[src/rtl/reverse_hex_seq.sv]
// reverse_hex_seq: reverses bit/nibble/byte units of a SIZE-bit word, one unit per clock.
// Optional stats port word_count enabled by `define REVERSE_HEX_STATS_EN.
//
// Ports:
//   clk, rst_n            clock, async active-low reset
//   in_valid/in_ready     input handshake (ready only while idle)
//   in_data [0:SIZE-1]    input word, bit 0 = MSB
//   in_mode [1:0]         0 bit, 1 nibble, 2 byte, 3 pass-through
//   out_valid/out_ready   output handshake
//   out_data [0:SIZE-1]   reversed word, same bit ordering as in_data
//   busy                  high while shifting or holding a result
//   word_count [15:0]     output handshake count (stats build only)
module reverse_hex_seq #(
  parameter int SIZE = 16
) (
  input  logic            clk,
  input  logic            rst_n,
`ifdef REVERSE_HEX_STATS_EN
  output logic [15:0]     word_count,
`endif
  input  logic            in_valid,
  output logic            in_ready,
  input  logic [0:SIZE-1] in_data,
  input  logic [1:0]      in_mode,
  output logic            out_valid,
  input  logic            out_ready,
  output logic [0:SIZE-1] out_data,
  output logic            busy
);

  localparam int CW = $clog2(SIZE + 1);

  localparam logic [1:0] S_IDLE  = 2'd0;
  localparam logic [1:0] S_SHIFT = 2'd1;
  localparam logic [1:0] S_DONE  = 2'd2;

  localparam logic [CW-1:0] L_BIT  = CW'(SIZE - 1);
  localparam logic [CW-1:0] L_NIB  = CW'(SIZE / 4 - 1);
  localparam logic [CW-1:0] L_BYTE = CW'(SIZE / 8 - 1);
  localparam logic [CW-1:0] L_PASS = CW'(0);

  logic [1:0]      r_state;
  logic [1:0]      r_mode;
  logic [SIZE-1:0] r_src;
  logic [SIZE-1:0] r_dst;
  logic [CW-1:0]   r_cnt;

  logic [SIZE-1:0] w_src_nxt;
  logic [SIZE-1:0] w_dst_nxt;
  logic [CW-1:0]   w_last_idx;
  logic            w_last;

  // Pop the low unit of the source and push it into the low end of
  // the destination; the first unit popped ends up most significant.
  always_comb begin
    w_src_nxt  = r_src;
    w_dst_nxt  = r_dst;
    w_last_idx = L_PASS;
    unique case (r_mode)
      2'd0: begin
        w_src_nxt  = r_src >> 1;
        w_dst_nxt  = (r_dst << 1) | SIZE'(r_src[0]);
        w_last_idx = L_BIT;
      end
      2'd1: begin
        w_src_nxt  = r_src >> 4;
        w_dst_nxt  = (r_dst << 4) | SIZE'(r_src[3:0]);
        w_last_idx = L_NIB;
      end
      2'd2: begin
        w_src_nxt  = r_src >> 8;
        w_dst_nxt  = (r_dst << 8) | SIZE'(r_src[7:0]);
        w_last_idx = L_BYTE;
      end
      default: begin
        w_src_nxt  = '0;
        w_dst_nxt  = r_src;
        w_last_idx = L_PASS;
      end
    endcase
  end

  assign w_last = (r_cnt == w_last_idx);

  always_ff @(posedge clk or negedge rst_n) begin
    if (!rst_n) begin
      r_state <= S_IDLE;
      r_mode  <= 2'd0;
      r_src   <= '0;
      r_dst   <= '0;
      r_cnt   <= '0;
    end else begin
      unique case (r_state)
        S_IDLE: begin
          if (in_valid) begin
            r_src   <= in_data;
            r_mode  <= in_mode;
            r_dst   <= '0;
            r_cnt   <= '0;
            r_state <= S_SHIFT;
          end
        end
        S_SHIFT: begin
          r_src <= w_src_nxt;
          r_dst <= w_dst_nxt;
          r_cnt <= r_cnt + CW'(1);
          if (w_last) r_state <= S_DONE;
        end
        S_DONE: begin
          if (out_ready) r_state <= S_IDLE;
        end
        default: r_state <= S_IDLE;
      endcase
    end
  end

  assign in_ready  = (r_state == S_IDLE);
  assign out_valid = (r_state == S_DONE);
  assign busy      = (r_state == S_SHIFT) || (r_state == S_DONE);
  assign out_data  = r_dst;

`ifdef REVERSE_HEX_STATS_EN
  logic [15:0] r_word_count;

  always_ff @(posedge clk or negedge rst_n) begin
    if (!rst_n) begin
      r_word_count <= 16'h0000;
    end else if (out_valid && out_ready) begin
      r_word_count <= r_word_count + 16'h0001;
    end
  end

  assign word_count = r_word_count;
`endif

endmodule

[config.mk]
export PLATFORM = sky130hd
export DESIGN_NAME = reverse_hex_seq
export DESIGN_NICKNAME = d
export VERILOG_FILES = /design/src/rtl/reverse_hex_seq.sv
export SDC_FILE = /design/constraint.sdc
export NUM_CORES = 1
export LEC_CHECK = 0
export BUFFER_PORTS_ARGS = -buffer_cell sky130_fd_sc_hd__buf_2
export CORE_MARGIN = 1.5
export CORE_UTILIZATION = 45
export CTS_CLUSTER_SIZE = 14
export DETAILED_ROUTE_END_ITERATION = 10
export PLACE_DENSITY = 0.67
export SYNTH_ARGS = -nofsm -noshare
export SYNTH_HDL_FRONTEND = slang
export SYNTH_SLANG_ARGS = --single-unit
[constraint.sdc]
create_clock -name clk -period 1.85 [get_ports clk]
set_input_delay 0 -clock clk [delete_from_list [all_inputs] [get_ports clk]]
set_output_delay 0 -clock clk [all_outputs]
set_load 0.02 [all_outputs]
==> flow_metrics.tcl <==
set metrics [dict create \
    area_growth_pct 21.8 \
    worstSetupStartpointType "flop" \
    start_util_pct 47.4 \
    vias 1872 \
    path_max_fanout 7 \
    slew_headroom_pct 64.9 \
    end_kind "flop" \
    avgSynthCellArea_um2 10.3 \
    synth-seq-cells 41 \
    grt_pass1_wl_um 8760 \
    wl_um 5450 \
    wl_per_cell_um 16.0 \
    ys_async_sr_fraction_pct 100 \
    viasPerCell 5.49 \
    critPathArrivalTime_ns 1.89 \
    crit_type "reg2reg" \
    gp_congestion 0.821 \
    dieArea_um2 5510 \
    clkSlewWorstSetupHoldPaths_ns 0.08 \
    cts_tree "built" \
    fmax_mhz 585 \
    die_h_um 74.2 \
    violations "negative hold slack" \
    grt_max_degree 45 \
    cts_buffer_depth 2 \
    switchingPower_w 0.00226 \
    dpl.hpwl_um 3680 \
    seq_power_share_pct 34.4 \
    ir_worst_vdd_uv 892 \
    core_um2 4820 \
    ant_nets 0 \
    cap_violations 0 \
    worst_hold_slack_ns -0.00962 \
    setup_ws_ns 0.140 \
    skew_ns 0.00601 \
    status "finished with violations" \
    drc 0 \
    io_buffers 40 \
    synth_fp_nets 247 \
    synth_ff_type "dfrtp_1" \
    drt-initial-drc-count 113 \
    post-route-util_pct 57.7 \
    slew_viol_final 0 \
    root_buffer "clkbuf_8" \
    final_cell_mix "buf_2 (40), dfrtp_1 (39), nand2_1 (28), o21ai_0 (26), mux2i_1 (18)" \
    final_layout_size_suffix_gt1_share_pct 25.9 \
    first_global_vias 1721 \
    drt_first_pass_iters 5 \
    overflow 0 \
    hold_class "in2reg" \
    leakage_nw 1.31 \
    hold_viol 2 \
    synthCells 221 \
    rows 25 \
    cts_buffers 5 \
    worst_pin_slew_ns 0.527 \
    clock_latency_ns 0.30 \
    yosysSeqAreaShare_pct 45.0 \
    antenna_found_initial 0 \
    p_int_w 0.00276 \
    min_period_over_period_pct 92.4 \
    rsz0062_at_grt "no" \
    htreeDepth 2 \
    setup_viol_count_final 0 \
    clkSinkCount 41 \
    pre_cts_ws_ns 0.0863 \
    grtUsageTotal_pct 21.0 \
    mostFrequentLayoutCell "buf_2" \
    p_clk_share_pct 11.7 \
    p_sw_share_pct 45.0 \
    yosysWarnings 0 \
    synth_area_um2 2280 \
    fin_nets 299 \
    power_density_nw_per_um2 1800 \
    ys_types 33 \
    p_comb_share_pct 54.0 \
    pin_count 41 \
    die_w_um 74.2 \
    antenna_cells 0 \
    critical_path_required_ns 2.03 \
    finalSetupTns_ns 0 \
    synth_edf_count 0 \
    fin_crit_ns 1.71 \
]
## path summary, 6_finish.rpt
| kind | start | to | slack [ns] | cells after the start |
|---|---|---|---|---|
| worst max-delay path | r_cnt[0] | r_state[0] | 0.14 | 5 |
| worst min-delay path | in_data[8] | r_src[7] | -0.01 | 3 |
| worst max register to register | r_cnt[0] | r_state[0] | 0.14 | 5 |
| worst min register to register | r_src[0] | r_src[0] | 0.49 | 2 |
| max in group asynchronous | rst_n | r_cnt[0] | 1.16 | 3 |
| min in group asynchronous | rst_n | out_data[10] | 0.28 | 3 |
## cells by family after synthesis
family,after synthesis,share of synthesized area [%]
xor gates and xnor gates,5,1.92
AOI/OAI and AO/OA,65,18.4
muxes,29,17.6
buffers and inverters,22,4.22
and+or+nand+nor,55,10.7
DFF,41,45.0
adders and majority gates,4,2.19
## power by group through the flow
stage	sequential (W)	combinational [W]	clock, W
detailed placement	0.00173	0.00266	0
CTS	0.00172	0.00269	0.000592
floorplan	0.00170	0.00193	0
global route	0.00178	0.00300	0.000629
global placement	0.00173	0.00261	0
finish	0.00172	0.00271	0.000585
## final cells by class
| cell class | count | area, um^2 |
|---|---|---|
| Inverter | 7 | 26.3 |
| Fill cell | 427 | 2040 |
| Timing Repair Buffer | 60 | 388 |
| Tap cell | 67 | 83.8 |
| Multi-Input combinational cell | 158 | 1170 |
| Sequential cell | 41 | 1030 |
| Clock inverter | 2 | 10.0 |
| Clock buffer | 6 | 72.6 |
## sequential cells by signal, indices dropped and copies added, names as in the netlist
signal    flops
r_state       2
r_mode        2
r_cnt         5
r_src        16
out_data     16
## synth_stat cells (2+ instances only)
cell type | instances | area [um^2]
dfrtp_1 | 41 | 1030
nand2_1 | 28 | 105
o21ai_0 | 27 | 135
mux2i_1 | 18 | 180
a21oi_1 | 14 | 70.1
a22o_1 | 11 | 96.3
nor2_1 | 11 | 41.3
inv_1 | 7 | 26.3
clkbuf_1 | 6 | 22.5
mux4_2 | 6 | 135
buf_2 | 5 | 25.0
ha_1 | 4 | 50.1
nor2b_1 | 4 | 25.0
a221o_1 | 3 | 30.0
a222oi_1 | 3 | 30.0
buf_1 | 3 | 11.3
nand3_1 | 3 | 15.0
o211ai_1 | 3 | 22.5
xor2_1 | 3 | 26.3
mux2_2 | 2 | 22.5
mux4_1 | 2 | 52.6
nand3b_1 | 2 | 15.0
nand4_1 | 2 | 12.5
nor3_1 | 2 | 10.0
o21a_1 | 2 | 15.0
xnor2_1 | 2 | 17.5
## critical path, stage by stage, from the launching register on
cell and delay [ns]:
dfrtp_2 0.46, xnor2_1 0.16, a2111oi_2 0.32, o21ai_1 0.16
a21oi_1 0.17, mux2_1 0.33
## stage by stage
stage / cell area [um^2] / instances / power (W)
5_1_grt: 2780 / 341 / 0.00541
4_1_cts: 2770 / 341 / 0.00500
3_3_place_gp: 2590 / 323 / 0.00434
3_5_place_dp: 2590 / 323 / 0.00440
2_1_floorplan: 2280 / 221 / 0.00362
6_report: 2780 / 341 / 0.00501
## per-layer routing
| layer | routed length [um] | global-route usage [%] | vias up |
|---|---|---|---|
| met2 | 2520 | 32.5 | 59 |
| met4 | 67 | 4.65 | 0 |
| met5 | 0 | 0 | - |
| met3 | 272 | 3.66 | 7 |
| li1 | - | - | 911 |
| met1 | 2590 | 31.1 | 895 |
## repair_timing
item | CTS | global route
hold endpoints to repair | 50 | 0
buffers inserted | 0 | 0
gates resized for setup | 0 | 5
hold buffers | 10 | 0
setup endpoints to repair | 0 | 7
(Power assumes the default switching activity.)
